$ cat src/rtl/axi4_lite_pkg.sv
// rtl/axi4_lite_pkg.sv - shared response codes, multiplier register map and master state encoding
package axi4_lite_pkg;

   typedef enum logic [1:0] {
      OKAY   = 2'b00,
      EXOKAY = 2'b01,
      SLVERR = 2'b10,
      DECERR = 2'b11
   } resp_t;

   localparam logic [7:0] REG_A      = 8'h00;
   localparam logic [7:0] REG_B      = 8'h04;
   localparam logic [7:0] REG_CTRL   = 8'h08;
   localparam logic [7:0] REG_STATUS = 8'h0C;
   localparam logic [7:0] REG_RES_LO = 8'h10;
   localparam logic [7:0] REG_RES_HI = 8'h14;

   typedef enum logic [2:0] {
      ST_IDLE,
      ST_WR_A,
      ST_WR_B,
      ST_WR_CTRL,
      ST_POLL,
      ST_RD_LO,
      ST_RD_HI,
      ST_RESP
   } mst_state_t;

   function automatic logic resp_is_err(input logic [1:0] resp);
      return resp != OKAY;
   endfunction

endpackage

$ cat src/rtl/axi4_lite_master_port.sv
// rtl/axi4_lite_master_port.sv - single-transaction AXI4-Lite engine: one write (AW+W+B) or one read (AR+R) in flight
module axi4_lite_master_port #(
   parameter int SZ     = 32,
   parameter int ADDR_W = 8
) (
   input  logic              clk,
   input  logic              _rst,
   input  logic              req_valid,
   input  logic              req_write,
   input  logic [ADDR_W-1:0] req_addr,
   input  logic [SZ-1:0]     req_wdata,
   output logic              req_done,
   output logic [1:0]        req_resp,
   output logic [SZ-1:0]     req_rdata,
   output logic              awvalid,
   output logic [ADDR_W-1:0] awaddr,
   input  logic              awready,
   output logic              wvalid,
   output logic [SZ-1:0]     wdata,
   output logic [SZ/8-1:0]   wstrb,
   input  logic              wready,
   input  logic              bvalid,
   input  logic [1:0]        bresp,
   output logic              bready,
   output logic              arvalid,
   output logic [ADDR_W-1:0] araddr,
   input  logic              arready,
   input  logic              rvalid,
   input  logic [SZ-1:0]     rdata,
   input  logic [1:0]        rresp,
   output logic              rready
);

   logic              awvalid_q, awvalid_d;
   logic              wvalid_q, wvalid_d;
   logic              bready_q, bready_d;
   logic              arvalid_q, arvalid_d;
   logic              rready_q, rready_d;
   logic              aw_done_q, aw_done_d;
   logic              w_done_q, w_done_d;
   logic [ADDR_W-1:0] awaddr_q, awaddr_d;
   logic [ADDR_W-1:0] araddr_q, araddr_d;
   logic [SZ-1:0]     wdata_q, wdata_d;

   logic aw_hs, w_hs, b_hs, ar_hs, r_hs, busy;

   assign aw_hs = awvalid_q && awready;
   assign w_hs  = wvalid_q && wready;
   assign b_hs  = bready_q && bvalid;
   assign ar_hs = arvalid_q && arready;
   assign r_hs  = rready_q && rvalid;
   assign busy  = awvalid_q || wvalid_q || aw_done_q || w_done_q || bready_q ||
                  arvalid_q || rready_q;

   always_comb begin
      awvalid_d = awvalid_q;
      wvalid_d  = wvalid_q;
      bready_d  = bready_q;
      arvalid_d = arvalid_q;
      rready_d  = rready_q;
      aw_done_d = aw_done_q;
      w_done_d  = w_done_q;
      awaddr_d  = awaddr_q;
      araddr_d  = araddr_q;
      wdata_d   = wdata_q;

      if (req_valid && !busy) begin
         if (req_write) begin
            awvalid_d = 1'b1;
            wvalid_d  = 1'b1;
            awaddr_d  = req_addr;
            wdata_d   = req_wdata;
         end else begin
            arvalid_d = 1'b1;
            araddr_d  = req_addr;
         end
      end

      // AW and W complete independently; B is only accepted once both are done
      if (aw_hs) begin
         awvalid_d = 1'b0;
         aw_done_d = 1'b1;
      end
      if (w_hs) begin
         wvalid_d = 1'b0;
         w_done_d = 1'b1;
      end
      if ((aw_done_q || aw_hs) && (w_done_q || w_hs)) begin
         bready_d  = 1'b1;
         aw_done_d = 1'b0;
         w_done_d  = 1'b0;
      end
      if (b_hs) begin
         bready_d = 1'b0;
      end

      if (ar_hs) begin
         arvalid_d = 1'b0;
         rready_d  = 1'b1;
      end
      if (r_hs) begin
         rready_d = 1'b0;
      end
   end

   always_ff @(posedge clk) begin
      if (_rst) begin
         awvalid_q <= 1'b0;
         wvalid_q  <= 1'b0;
         bready_q  <= 1'b0;
         arvalid_q <= 1'b0;
         rready_q  <= 1'b0;
         aw_done_q <= 1'b0;
         w_done_q  <= 1'b0;
         awaddr_q  <= '0;
         araddr_q  <= '0;
         wdata_q   <= '0;
      end else begin
         awvalid_q <= awvalid_d;
         wvalid_q  <= wvalid_d;
         bready_q  <= bready_d;
         arvalid_q <= arvalid_d;
         rready_q  <= rready_d;
         aw_done_q <= aw_done_d;
         w_done_q  <= w_done_d;
         awaddr_q  <= awaddr_d;
         araddr_q  <= araddr_d;
         wdata_q   <= wdata_d;
      end
   end

   assign awvalid   = awvalid_q;
   assign awaddr    = awaddr_q;
   assign wvalid    = wvalid_q;
   assign wdata     = wdata_q;
   assign wstrb     = '1;
   assign bready    = bready_q;
   assign arvalid   = arvalid_q;
   assign araddr    = araddr_q;
   assign rready    = rready_q;
   assign req_done  = b_hs || r_hs;
   assign req_resp  = b_hs ? bresp : rresp;
   assign req_rdata = rdata;

endmodule

$ cat src/rtl/axi4_lite_mult_master.sv
// rtl/axi4_lite_mult_master.sv - AXI4-Lite master sequencing a multiplier slave
// Optional STATUS poll limit compiled in with AXI_MASTER_TIMEOUT_EN.
module axi4_lite_mult_master
   import axi4_lite_pkg::*;
#(
   parameter int SZ       = 32,
   parameter int ADDR_W   = 8,
   parameter int POLL_MAX = 1024
) (
   input  logic              clk,
   input  logic              _rst,
   input  logic              cmd_valid,
   output logic              cmd_ready,
   input  logic [SZ-1:0]     cmd_a,
   input  logic [SZ-1:0]     cmd_b,
   output logic              rsp_valid,
   input  logic              rsp_ready,
   output logic [2*SZ-1:0]   rsp_res,
   output logic              rsp_err,
   output logic              awvalid,
   output logic [ADDR_W-1:0] awaddr,
   input  logic              awready,
   output logic              wvalid,
   output logic [SZ-1:0]     wdata,
   output logic [SZ/8-1:0]   wstrb,
   input  logic              wready,
   input  logic              bvalid,
   input  logic [1:0]        bresp,
   output logic              bready,
   output logic              arvalid,
   output logic [ADDR_W-1:0] araddr,
   input  logic              arready,
   input  logic              rvalid,
   input  logic [SZ-1:0]     rdata,
   input  logic [1:0]        rresp,
   output logic              rready
);

   mst_state_t      state_q, state_d;
   logic            cmd_ready_q, cmd_ready_d;
   logic            rsp_valid_q, rsp_valid_d;
   logic            rsp_err_q, rsp_err_d;
   logic [2*SZ-1:0] rsp_res_q, rsp_res_d;
   logic [SZ-1:0]   a_q, a_d;
   logic [SZ-1:0]   b_q, b_d;
   logic            issued_q, issued_d;

`ifdef AXI_MASTER_TIMEOUT_EN
   localparam int PCNT_W = $clog2(POLL_MAX + 1);
   logic [PCNT_W-1:0] poll_cnt_q, poll_cnt_d;
`else
   logic unused_poll_max;
   assign unused_poll_max = (POLL_MAX > 0);
`endif

   logic              req_valid, req_write, req_done, xact_state;
   logic [ADDR_W-1:0] req_addr;
   logic [SZ-1:0]     req_wdata, req_rdata;
   logic [1:0]        req_resp;

   assign xact_state = (state_q != ST_IDLE) && (state_q != ST_RESP);

   always_comb begin
      state_d     = state_q;
      cmd_ready_d = cmd_ready_q;
      rsp_valid_d = rsp_valid_q;
      rsp_err_d   = rsp_err_q;
      rsp_res_d   = rsp_res_q;
      a_d         = a_q;
      b_d         = b_q;
      issued_d    = issued_q;
`ifdef AXI_MASTER_TIMEOUT_EN
      poll_cnt_d  = poll_cnt_q;
`endif
      req_valid   = 1'b0;
      req_write   = 1'b0;
      req_addr    = '0;
      req_wdata   = '0;

      case (state_q)
         ST_IDLE: begin
            if (cmd_valid && cmd_ready_q) begin
               a_d         = cmd_a;
               b_d         = cmd_b;
               rsp_res_d   = '0;
               rsp_err_d   = 1'b0;
               cmd_ready_d = 1'b0;
               issued_d    = 1'b0;
               state_d     = ST_WR_A;
            end
         end
         ST_WR_A: begin
            req_write = 1'b1;
            req_addr  = ADDR_W'(REG_A);
            req_wdata = a_q;
         end
         ST_WR_B: begin
            req_write = 1'b1;
            req_addr  = ADDR_W'(REG_B);
            req_wdata = b_q;
         end
         ST_WR_CTRL: begin
            req_write = 1'b1;
            req_addr  = ADDR_W'(REG_CTRL);
            req_wdata = SZ'(1);
         end
         ST_POLL:  req_addr = ADDR_W'(REG_STATUS);
         ST_RD_LO: req_addr = ADDR_W'(REG_RES_LO);
         ST_RD_HI: req_addr = ADDR_W'(REG_RES_HI);
         ST_RESP: begin
            if (rsp_valid_q && rsp_ready) begin
               rsp_valid_d = 1'b0;
               cmd_ready_d = 1'b1;
               state_d     = ST_IDLE;
            end
         end
         default: state_d = ST_IDLE;
      endcase

      // Each bus state launches exactly one transaction and waits for its response
      if (xact_state && !issued_q) begin
         req_valid = 1'b1;
         issued_d  = 1'b1;
      end

      if (xact_state && req_done) begin
         issued_d = 1'b0;
         if (resp_is_err(req_resp)) begin
            rsp_res_d   = '0;
            rsp_err_d   = 1'b1;
            rsp_valid_d = 1'b1;
            state_d     = ST_RESP;
         end else begin
            case (state_q)
               ST_WR_A:    state_d = ST_WR_B;
               ST_WR_B:    state_d = ST_WR_CTRL;
               ST_WR_CTRL: begin
                  state_d = ST_POLL;
`ifdef AXI_MASTER_TIMEOUT_EN
                  poll_cnt_d = '0;
`endif
               end
               ST_POLL: begin
                  if (req_rdata[0]) begin
                     state_d = ST_RD_LO;
                  end
`ifdef AXI_MASTER_TIMEOUT_EN
                  else if (poll_cnt_q == PCNT_W'(POLL_MAX - 1)) begin
                     rsp_res_d   = '0;
                     rsp_err_d   = 1'b1;
                     rsp_valid_d = 1'b1;
                     state_d     = ST_RESP;
                  end else begin
                     poll_cnt_d = poll_cnt_q + PCNT_W'(1);
                  end
`endif
               end
               ST_RD_LO: begin
                  rsp_res_d[SZ-1:0] = req_rdata;
                  state_d           = ST_RD_HI;
               end
               ST_RD_HI: begin
                  rsp_res_d[2*SZ-1:SZ] = req_rdata;
                  rsp_valid_d          = 1'b1;
                  state_d              = ST_RESP;
               end
               default: state_d = ST_IDLE;
            endcase
         end
      end
   end

   always_ff @(posedge clk) begin
      if (_rst) begin
         state_q     <= ST_IDLE;
         cmd_ready_q <= 1'b1;
         rsp_valid_q <= 1'b0;
         rsp_err_q   <= 1'b0;
         rsp_res_q   <= '0;
         a_q         <= '0;
         b_q         <= '0;
         issued_q    <= 1'b0;
`ifdef AXI_MASTER_TIMEOUT_EN
         poll_cnt_q  <= '0;
`endif
      end else begin
         state_q     <= state_d;
         cmd_ready_q <= cmd_ready_d;
         rsp_valid_q <= rsp_valid_d;
         rsp_err_q   <= rsp_err_d;
         rsp_res_q   <= rsp_res_d;
         a_q         <= a_d;
         b_q         <= b_d;
         issued_q    <= issued_d;
`ifdef AXI_MASTER_TIMEOUT_EN
         poll_cnt_q  <= poll_cnt_d;
`endif
      end
   end

   assign cmd_ready = cmd_ready_q;
   assign rsp_valid = rsp_valid_q;
   assign rsp_err   = rsp_err_q;
   assign rsp_res   = rsp_res_q;

   axi4_lite_master_port #(
      .SZ     (SZ),
      .ADDR_W (ADDR_W)
   ) u_port (
      .clk       (clk),
      ._rst      (_rst),
      .req_valid (req_valid),
      .req_write (req_write),
      .req_addr  (req_addr),
      .req_wdata (req_wdata),
      .req_done  (req_done),
      .req_resp  (req_resp),
      .req_rdata (req_rdata),
      .awvalid   (awvalid),
      .awaddr    (awaddr),
      .awready   (awready),
      .wvalid    (wvalid),
      .wdata     (wdata),
      .wstrb     (wstrb),
      .wready    (wready),
      .bvalid    (bvalid),
      .bresp     (bresp),
      .bready    (bready),
      .arvalid   (arvalid),
      .araddr    (araddr),
      .arready   (arready),
      .rvalid    (rvalid),
      .rdata     (rdata),
      .rresp     (rresp),
      .rready    (rready)
   );

endmodule

$ cat config.mk
export PLATFORM = sky130hd
export DESIGN_NAME = axi4_lite_mult_master
export DESIGN_NICKNAME = d
export VERILOG_FILES = /design/src/rtl/axi4_lite_pkg.sv /design/src/rtl/axi4_lite_master_port.sv /design/src/rtl/axi4_lite_mult_master.sv
export SDC_FILE = /design/constraint.sdc
export NUM_CORES = 1
export LEC_CHECK = 0
export CORE_ASPECT_RATIO = 0.7
export CORE_UTILIZATION = 42
export DETAILED_ROUTE_END_ITERATION = 6
export GPL_TIMING_DRIVEN = 1
export PLACE_DENSITY = 0.8
export SLEW_MARGIN = 10
export SYNTH_ARGS = -nofsm -noshare
export SYNTH_HDL_FRONTEND = slang
export SYNTH_SLANG_ARGS = --single-unit
$ cat constraint.sdc
create_clock -name clk -period 1.95 [get_ports clk]
set_input_delay 0.195 -clock clk [delete_from_list [all_inputs] [get_ports clk]]
set_output_delay 0.195 -clock clk [all_outputs]
set_load 0.02 [all_outputs]
After elaboration in Yosys (flattened, before gate mapping) --
Index checks and enable logic that the tools add are counted.
Storage, ports and cells: word-level logic and storage cells 103, register bits 190, output and inout bits 124, input port bits 109
Cells by class: bitwise logic cells 1, equal/unequal tests 10, reductions and logical operators 42, multiplexer cells 32
Operators with widths (number):
- two-way mux 64 bit | 4
- one-hot mux 32 bit (3 select lines) | 1
- two-way mux 32 bit | 2
- one-hot mux 5 bit (5 select lines) | 1
- one-hot mux 3 bit (6 select lines) | 1
- two-way mux 1 bit | 15
- two-way mux 3 bit | 5
- OR reduction 2 bit | 7
- equality test 3 bit (second input constant) | 4
- logical AND 1 bit | 12
- logical OR 1 bit | 9
- AND reduction 2 bit | 4
- nonzero test 2 bit | 4
- equality test 3 x 2 -> 1 bit (second input constant) | 2
- one-hot mux 3 bit (2 select lines) | 1
- != test 2 bit (second input constant) | 2
- equality test 3 x 1 -> 1 bit (second input constant) | 1
- logical NOT 3 bit | 1
- != test 3 bit (second input constant) | 1
- AND reduction 3 bit | 1
- nonzero test 3 bit | 1
- OR reduction 3 bit | 1
- logical NOT 1 bit | 2
- two-way mux 2 bit | 1
- 2 further kinds | 2

Depth between registers and ports, before layout --
depth in word-level cells 9, depth in mapped cells 7, depth with buffers taken out 4

Hierarchy --
A second synthesis with hierarchy kept.
Second synthesis, totals: cells, all modules 808, area total of the unflattened synthesis 7764.9 um^2
By module, submodules not included:
- axi4_lite_mult_master | times used 1, cells an instance 538, area an instance 5047.3 um^2
- axi4_lite_master_port | times used 1, cells an instance 270, area an instance 2717.6 um^2

Least setup slack after synthesis --
Ideal clock, no wire load.
kind reg-to-reg, from register u_port.rready_q, in the netlist u_port.rready, to register u_port.wdata_q[16], in the netlist u_port.wdata[16], cell stages (with the launch flop) 6, buffers on the path 1, arrival time 1.644 ns, clock period less this slack 1.784 ns, data required time 1.809 ns, library setup time 0.141 ns, slack 0.166 ns, cell sequence dfxtp_1 -> nor4_1 -> nand4_2 -> buf_6 -> a221oi_2 -> nor3_2
On the way: cells in the longest elaborated chain, start to end 4
Ends and longest elaborated chain:
- start, declared | line axi4_lite_master_port.sv:38 | logic rready_q, rready_d;
- start signal, assigned | line axi4_lite_master_port.sv:123 | rready_q <= rready_d;
- logical OR 1 bit | line axi4_lite_master_port.sv:53 | arvalid_q || rready_q;
- logical NOT 1 bit | line axi4_lite_master_port.sv:67 | if (req_valid && !busy) begin
- logical AND 1 bit | line axi4_lite_master_port.sv:67
- AND reduction 2 bit (no line)
- end signal, assigned | line axi4_lite_master_port.sv:128 | wdata_q <= wdata_d;
- end, declared | line axi4_lite_master_port.sv:43 | logic [SZ-1:0] wdata_q, wdata_d;
Every way passes these cells. A chain may end at the register's enable or synchronous reset.

Worst setup path in the final report --
from register u_port.rready_q, in the netlist u_port.rready, to register u_port.wdata_q[3], in the netlist u_port.wdata[3]
The elaborated chain is that of the path after synthesis.

==> impl_metrics.json <==
{
  "tns_ns": 0,
  "drt-total-wl_um": 19600,
  "wl_per_cell_um": 15.4,
  "grt_first_pass_wirelength_um": 31400,
  "leakagePower_nw": 3.65,
  "critical_path.startpoint_type": "flop",
  "grt_use_met2_pct": 34.7,
  "drv_slew": 0,
  "cp.arrival_ns": 2.17,
  "cts_setup_buffers": 0,
  "fin_cells": 1267,
  "netlist_area_sq_mm": 0.00720,
  "ctsResizeCount": 0,
  "cap_violations": 0,
  "postPlaceCellArea_sq_mm": 0.00969,
  "h-tree-depth": 4,
  "ant_nets": 0,
  "finalCriticalPeriod_ns": 1.82,
  "core_sq_mm": 0.0165,
  "numCtsBuffers": 17,
  "fmax_mhz": 549,
  "grt_overflow": 0,
  "clkTransAtPathRegs_ns": 0.07,
  "synth_warnings": 0,
  "powerDensity_mw_per_mm2": 889,
  "finalSetupViolCount": 0,
  "synthArstFlopShare_pct": 0,
  "fin_util_pct": 62.6,
  "grt_busiest_layer": "met2",
  "grt_usage_pct": 22.5,
  "design_area_sq_mm": 0.0103,
  "rsz0062_at_grt": "no",
  "r2r-start": "u_port.rready",
  "die_y_um": 112,
  "synth-edff-count": 0,
  "fin_crit_sh_pct": 93.4,
  "cts_hold_buf": 0,
  "cts_tree": "built",
  "drt-vias-per-instance": 5.15,
  "clock_latency_ns": 0.43,
  "syn-instance-count": 834,
  "hold_path.class": "input pin to flop",
  "yosysSeqAreaShare_pct": 50.0,
  "place_congestion": 0.837,
  "place.detailed.instances": 1235,
  "cp-end-kind": "flop",
  "skew_ns": 0.0133,
  "worst_slew_pin_slew_ns": 0.843,
  "vias": 6528,
  "n_antenna_cell": 0,
  "dr.pass1.iters": 5,
  "start_util_pct": 43.6,
  "grt_util_met3_pct": 5.53,
  "r2r_slack_ns": 0.13,
  "io_pins": 233,
  "reg2reg_depth": 5,
  "synth-main-ff-cell": "dfxtp_1",
  "hold_end": "a_q[0]",
  "min_from": "_rst",
  "cts-root-buf": "clkbuf_16",
  "peakVddDrop_mv": 0.419,
  "hpwl_um": 13100,
  "cts_sinks": 180,
  "path_class": "flop to flop",
  "hold_viol": 0,
  "grt_max_degree": 99,
  "drt-initial-drc-count": 457,
  "yosysUniqueCellTypes": 50,
  "synth.avg_cell_area_sq_um": 8.64,
  "antenna_found_initial": 0,
  "critPathMaxFanout": 31,
  "worstHoldPathCells": 2,
  "clockBufferDepth": 2,
  "num_rows": 39,
  "dieArea_sq_mm": 0.0177,
  "grt_pass1_vias": 6275,
  "area_growth_pct": 43.6,
  "cp.required_ns": 2.30,
  "grtUsageMet1_pct": 31.4,
  "r2r-end": "u_port.wdata[3]",
  "io_buffer_count": 218,
  "final_nets": 1138,
  "drc_errors": 0,
  "maxSlewHeadroom_pct": 43.7,
  "synth-seq-cells": 180,
  "fp.dieW_um": 159,
  "status": "finished clean",
  "drive_gt1_share_pct": 13.7
}
-- flip-flops by register name (all words and copies together) (netlist names), 3 cells and up --
name           cells
u_port.awaddr      3
u_port.araddr      3
b_q               32
a_q               32
rsp_res           64
u_port.wdata      32
state_q            3
-- where the power goes --
part	internal (W)	switching (W)
sequential	0.00385	0.000122
combinational	0.000670	0.000789
clock	0.00222	0.00154
total	0.00675	0.00245
-- layout make-up --
class	instances	area (sq um)
Clock buffer	18	439
Timing Repair Buffer	246	2550
Multi-Input combinational cell	580	3250
Fill cell	1375	6190
Inverter	4	15.0
Clock inverter	14	209
Sequential cell	180	3600
Tap cell	225	282
-- synth_stat cells (6+ instances only) --
cell      number  share of area, %
buf_1          6              0.31
buf_4         14               1.5
buf_2         23               1.6
nand2_1      202                11
buf_6          6              0.94
a22oi_1        6              0.63
nor3_2        30               4.2
a221oi_1       6              0.73
clkbuf_1      33               1.7
nor2_1        33               1.7
a221oi_2      25               5.2
nor2_2        10              0.87
a21oi_1      139               9.7
o21ai_0       64               4.4
dfxtp_1      180                50
-- critical path, cell delays in order (launching register included) --
cell and delay (ns):
dfxtp_1 0.37, or4_4 0.59, nor4_4 0.28, buf_12 0.24, nor2_2 0.07, nor3_2 0.17
-- cell usage in the layout, fill, tap and decap left out, drive strengths merged, types with 3 or more instances in the layout --
cell	netlist	layout
bufinv	0	4
clkinv	0	3
clkbuf	33	18
a22oi	6	6
nor3b	4	4
nor4	3	3
nor3	34	34
a21oi	139	139
nand2	202	202
conb	2	14
a221oi	31	31
o21ai	65	65
and3b	3	3
inv	4	11
nor2	43	43
dfxtp	180	180
buf	49	29
and2	4	4
nand3	4	4
clkdlybuf4s50	0	217
nand2b	3	3
-- kinds of logic after synthesis --
group / synth area share [%]
flip-flops: 50.0
multiplexers: 0.313
AND/OR/NAND/NOR: 20.6
buffers and inverters: 6.23
other: 0.104
AO/OA/AOI/OAI: 22.7
-- worst max-delay path by stage --
| stage | depth (start not counted) | endpoint | startpoint |
|---|---|---|---|
| floorplan | 5 | u_port.wdata[16] | u_port.rready |
| global placement | 6 | rsp_res[63] | bvalid |
| detailed placement | 4 | u_port.wdata[15] | state_q[1] |
| CTS | 4 | u_port.wdata[24] | state_q[1] |
| global route | 6 | rsp_res[14] | state_q[2] |
| finish | 5 | u_port.wdata[3] | u_port.rready |
-- layer usage --
layer	up-vias	wire length, um
met5	-	0
met4	0	238
met3	16	1050
met2	204	8840
met1	3073	9420
li1	3235	-
-- per-stage QoR --
step	setup slack (ns)	power [W]	hold WS [ns]
final	0.128	0.00920	0.0948
after global routing	0.0285	0.00955	0.102
after CTS	0.0246	0.00927	0.0700
after detailed placement	0.0771	0.00551	0.447
after global placement	0.103	0.00549	0.442
after floorplan	0.166	0.00488	0.308
Note: power is estimated with default switching activity, not from simulation.
